### src/rtl/timer_irq_ctrl.sv
`default_nettype none
// ============================================================================
// Module      : timer_irq_ctrl
// Description : Timer event detection, sticky W1C status, IRQ and halt FSM.
// Revision    : 1.0 - initial release
// ============================================================================
module timer_irq_ctrl (
    input  logic        pclk,
    input  logic        preset_n,
    input  logic [31:0] cnt,
    input  logic [31:0] last_cnt,
    input  logic        updown,
    input  logic        timer_en,
    input  logic [31:0] cmp_val,
    input  logic        mode,
    input  logic        auto_reload,
    input  logic [1:0]  int_en,
    input  logic        clr_wr,
    input  logic [1:0]  clr_data,
    output logic [1:0]  int_st,
    output logic        irq,
    output logic        load_req,
    output logic        cnt_halt,
    output logic [1:0]  state
);

    localparam logic [31:0] c_ALL_ONES = 32'hFFFF_FFFF;
    localparam logic [31:0] c_ZERO     = 32'h0000_0000;

    typedef enum logic [1:0] {
        S_IDLE   = 2'b00,
        S_RUN    = 2'b01,
        S_HALTED = 2'b10
    } state_t;

    state_t      r_state;
    state_t      w_state_nxt;
    logic [1:0]  r_int_st;
    logic [1:0]  w_int_st_nxt;
    logic [1:0]  w_clr_mask;
    logic        r_load_req;
    logic        w_run;
    logic        w_match;
    logic        w_ovf;
    logic        w_unf;

    assign w_run = (r_state == S_RUN);

    // Only the cycle the counter enters the compare value is an event.
    assign w_match = w_run && (cnt == cmp_val) && (cnt != last_cnt);
    assign w_ovf   = w_run && !updown && (last_cnt == c_ALL_ONES) && (cnt == c_ZERO);
    assign w_unf   = w_run &&  updown && (last_cnt == c_ZERO) && (cnt == c_ALL_ONES);

    assign w_clr_mask   = clr_wr ? clr_data : 2'b00;
    // OR-ing the events in after the clear lets a same-cycle set win.
    assign w_int_st_nxt = (r_int_st & ~w_clr_mask) | {(w_ovf | w_unf), w_match};

    always_comb begin
        w_state_nxt = r_state;
        if (!timer_en) begin
            w_state_nxt = S_IDLE;
        end else begin
            case (r_state)
                S_IDLE:   w_state_nxt = S_RUN;
                S_RUN:    if (w_match && mode) w_state_nxt = S_HALTED;
                S_HALTED: w_state_nxt = S_HALTED;
                default:  w_state_nxt = S_IDLE;
            endcase
        end
    end

    always_ff @(posedge pclk) begin
        if (!preset_n) begin
            r_state    <= S_IDLE;
            r_int_st   <= 2'b00;
            r_load_req <= 1'b0;
        end else begin
            r_state    <= w_state_nxt;
            r_int_st   <= w_int_st_nxt;
            r_load_req <= w_match && !mode && auto_reload;
        end
    end

    assign int_st   = r_int_st;
    assign irq      = |(r_int_st & int_en);
    assign load_req = r_load_req;
    assign cnt_halt = (r_state == S_HALTED);
    assign state    = r_state;

endmodule
`default_nettype wire

### config.mk
export PLATFORM = sky130hd
export DESIGN_NAME = timer_irq_ctrl
export DESIGN_NICKNAME = d
export VERILOG_FILES = /design/src/rtl/timer_irq_ctrl.sv
export SDC_FILE = /design/constraint.sdc
export NUM_CORES = 1
export LEC_CHECK = 0
export BUFFER_PORTS_ARGS = -buffer_cell sky130_fd_sc_hd__buf_4
export CAP_MARGIN = 20
export CORE_MARGIN = 3
export CORE_UTILIZATION = 40
export CTS_BUF_LIST = sky130_fd_sc_hd__clkbuf_2
export CTS_CLUSTER_DIAMETER = 80
export DETAILED_ROUTE_END_ITERATION = 6
export PLACE_DENSITY_LB_ADDON = 0.12
export RECOVER_POWER = 25
export SKIP_LAST_GASP = 1
export SYNTH_ARGS = -nofsm -noshare
export SYNTH_HDL_FRONTEND = slang
export SYNTH_SLANG_ARGS = --single-unit
### constraint.sdc
create_clock -name pclk -period 2.2 [get_ports pclk]
set_clock_uncertainty 0.15 [all_clocks]
set_input_delay 0.22 -clock pclk [delete_from_list [all_inputs] [get_ports pclk]]
set_output_delay 0.22 -clock pclk [all_outputs]
set_load 0.02 [all_outputs]
### Word level (Yosys, flattened, before mapping)

Index checks and enable logic that the tools add are counted.

* logic and storage cells: 36
* output and inout bits: 7
* input bits: 107
* register bits after elaboration: 5

* bitwise gates (word level): 5
* reduce and logical (&&, ||, !) cells: 18
* mux-type cells: 3
* equal/unequal tests: 7

Operators with widths (count)
* 32-bit equality test (second input constant): 2
* 32-bit zero test: 2
* 32-bit equality test: 1
* 32-bit != test: 1
* 1-bit logical AND: 11
* 2-bit one-hot mux with 3 select lines: 1
* 2-bit bitwise AND: 2
* 2-bit 2-to-1 mux: 2
* 2-bit by 1-bit equality test with 1-bit output (second input constant): 1
* 2-bit equality test (second input constant): 1
* 1-bit zero test: 2
* 2-bit zero test: 1
* 2-bit by 1-bit != test with 1-bit output (second input constant): 1
* 2-bit inverter: 1
* 2-bit bitwise OR: 1
* 2-bit AND reduction: 1
* 2-bit OR reduction: 1
* 1-bit bitwise OR: 1

### Longest topological paths before layout

* word-level depth: 6
* gate-level depth with buffers: 7
* gate-level depth less buffers: 7

### Worst setup path after synthesis

OpenSTA, ideal clock, no wires.

* kind: input port to flip-flop
* start: input port cmp_val[3]
* end: register r_load_req (netlist: load_req)
* setup time: 0.073 ns
* setup slack: 0.449 ns
* cell stages on the path: 6
* buffers on the path: 0
* data required time: 1.977 ns
* arrival: 1.528 ns
* cell sequence: xnor2_1 -> nand4_1 -> nor4_1 -> nand4_1 -> or4_4 -> nor3_2

* word-level cells in the longest chain between the ends: 5

RTL lines
* start: declaration: RTL line 14 `input logic [31:0] cmp_val,`
* 32-bit equality test: RTL line 50 `assign w_match = w_run && (cnt == cmp_val) && (cnt != last_cnt);`
* 1-bit logical AND (2 in series): RTL line 50
* 1-bit logical AND (2 in series): RTL line 80 `r_load_req <= w_match && !mode && auto_reload;`
* end signal: assignment: RTL line 80
* end: declaration: RTL line 41 `logic r_load_req;`

No other way between the ends.
A chain may end at the register's enable or synchronous reset.

### Worst setup path in the final report

* start: input port cnt[22]
* end: register r_state[1] (netlist: state[1])

* word-level cells in the longest chain between the ends: 5
* elaborated cells between the ends (all ways): 6
* classes of those cells: eq/ne (3); reduce/logical (3)

RTL lines
* start: declaration: RTL line 10 `input logic [31:0] cnt,`
* 32-bit equality test: RTL line 50
* 1-bit logical AND: RTL line 50
* 1-bit logical AND *: RTL line 50
* 1-bit logical AND *: RTL line 65 `S_RUN: if (w_match && mode) w_state_nxt = S_HALTED;`
* 2-bit by 1-bit != test with 1-bit output (no source line) *
* end signal: assignment: RTL line 78 `r_state <= w_state_nxt;`
* end: declaration: RTL line 36 `state_t r_state;`

Every way passes the cells marked *; elsewhere a longest branch is shown, timed or not.

==> impl_metrics.json <==
{
  "synth-edff-count": 0,
  "cts_made_buffers": 3,
  "rows": 20,
  "place_inst": 335,
  "fin_nets": 407,
  "timing.final.hold_violations": 0,
  "fmaxAchievable_mhz": 518.8,
  "rsz0062_at_grt": "no",
  "min_path_type": "in2reg",
  "switching_share_pct": 35.49,
  "seq_area_frac_synth_pct": 7.512,
  "drt-total-wl_um": 5108,
  "dieHeight_um": 63.72,
  "grt_max_degree": 8,
  "yosysWarningCount": 0,
  "placed_area_sq_um": 2251,
  "grt_pass1_vias": 1764,
  "cts_sinks": 5,
  "min_period_ps": 1927,
  "ir_drop_mv": 0.1111,
  "antenna_found_initial": 0,
  "antenna_cells": 0,
  "finish.utilization_pct": 73.15,
  "slew-limit-headroom_pct": 69.83,
  "final_area_sq_um": 2270,
  "postSynthAreaPerCell_sq_um": 7.571,
  "cts-resized-gates": 0,
  "final_cells": 340,
  "final_cell_mix": "112 x buf_4, 38 x nor2b_1, 24 x xor2_1",
  "fp.dieW_um": 63.72,
  "timing.setup.tns_ps": 0,
  "cts_setup_buffers": 0,
  "vias_per_cell": 5.282,
  "clock_power_share_pct": 16.7,
  "ys_async_sr_fraction_pct": 0,
  "area_delta_synth_final_pct": 70.33,
  "period_share_pct": 87.61,
  "setup_viol": 0,
  "cts_tree": "built",
  "clk_latency_ps": 230,
  "p_int_uw": 351.6,
  "yosysUniqueCellTypes": 31,
  "outcome": "completed",
  "ys_ff_latch": 5,
  "drt-initial-drc-count": 91,
  "ant_nets": 0,
  "wl_per_cell_um": 15.02,
  "start_kind": "input pin",
  "holdBufCountCts": 1,
  "critPathKind": "in2reg",
  "h-tree-depth": 1,
  "crit_required_ps": 2210,
  "cap_viol_max_count": 0,
  "port_buffers": 113,
  "synth_area_sq_um": 1333,
  "dp_hpwl_um": 4576,
  "fillers": 296,
  "cp_max_fo": 4,
  "cts-root-buf": "clkbuf_2",
  "layout-drive-gt1-share_pct": 40.54,
  "final_common_cell": "buf_4",
  "power.density_nw_per_um2": 240.2,
  "rrSetupSlack_ps": 440,
  "comb_power_share_pct": 65.8,
  "p_sw_uw": 193.5,
  "ys.flop_type": "dfxtp_1",
  "p_leak_uw": 0.0009733,
  "end_kind": "flip-flop",
  "crit_arrival_ps": 1940,
  "dr.pass1.iters": 4,
  "clkTransAtPathRegs_ps": 60,
  "core-area_sq_um": 3103,
  "vias": 1796,
  "dieArea_sq_um": 4060,
  "grt_pass1_wl_um": 7872,
  "syn-instance-count": 176,
  "cts_buffer_depth": 2,
  "p_seq_share_pct": 17.4,
  "gp_congestion": 0.9763,
  "grt_overflow": 0,
  "initial_utilization_pct": 42.94,
  "grt_use_total_pct": 24.55,
  "slew_viol_final": 0,
  "drc": 0,
  "io_pins": 114,
  "syn-num-nets": 286,
  "tightest_slew_ps": 447.7
}
per-layer routing:
layer,share of wire [%],global-route usage [%]
met1,42,30.17
met2,48,42.63
met3,8.6,4.456
met4,1.6,8.086
met5,0,0
power groups by stage:
stage	logic [uW]	clock network (uW)	registers, uW
detailed placement	356	0	97.1
global placement	353	0	97.1
floorplan	131	0	99.6
global route	390	99.7	95.6
CTS	359	91.7	95.2
finish	359	91.3	95.0
through the flow:
stage | setup slack [ps] | hold slack, ps | total power, uW
final | 272.5 | 77.80 | 545.1
after global routing | 173.7 | 68.41 | 585.3
after CTS | 265.8 | 74.42 | 545.6
after detailed placement | 48.93 | 249.3 | 452.7
after global placement | 87.52 | 248.0 | 450.5
after floorplan | 449.5 | 139.1 | 231.0
synth_stat cells (2+ instances only):
library cell	count	area share (%)
xnor2_1	20	13
inv_1	4	1.1
nor4b_1	3	2.0
xor2_1	24	16
a2111oi_0	2	1.3
and2_1	3	1.4
nand4b_1	3	2.0
ha_1	3	2.8
mux2i_1	2	1.5
dfxtp_1	5	7.5
nor2b_1	38	18
nor4_1	19	8.9
nor3_1	2	0.75
and3_1	3	1.4
nand3_1	7	2.6
nand4_1	19	8.9
nand2_1	5	1.4
registers in the layout, indices dropped and copies added (netlist names):
signal,cells
int_st,2
load_req,1
state,2
area by class of cell:
cell class,instances,area [sq um],area share [%]
clock buffer,4,20.02,0.8820
inverter,4,15.01,0.6615
multi-input combinational,167,1217,53.64
sequential,5,100.1,4.410
tap,44,55.05,2.426
timing repair buffer,116,862.1,37.98
worst max-delay path, stage by stage:
cell     delay [ps]
buf_4           130
xnor2_1         180
nand4_1         110
nor4_1          280
buf_4           160
nand4_1         120
o41ai_2         510
mux2i_1         230
cell families (layout without fill, tap and decap cells):
| family | Yosys count | after routing | share of synthesized area [%] |
|---|---|---|---|
| DFF | 5 | 5 | 7.512 |
| muxes | 2 | 2 | 1.502 |
| buffers and inverters | 4 | 124 | 1.126 |
| xor gates and xnor gates | 44 | 44 | 28.92 |
| adders and majority gates | 3 | 3 | 2.817 |
| AOI/OAI and AO/OA | 8 | 8 | 5.353 |
| and+or+nand+nor | 110 | 110 | 52.77 |
worst paths after layout:
path                                  start         to  depth (start not counted)
worst max-delay path                cnt[22]   state[1]                          8
worst min-delay path            auto_reload   load_req                          3
worst max register to register     state[1]   state[1]                          5
worst min register to register    int_st[0]  int_st[0]                          2
Power figures use the tool's default switching activity.
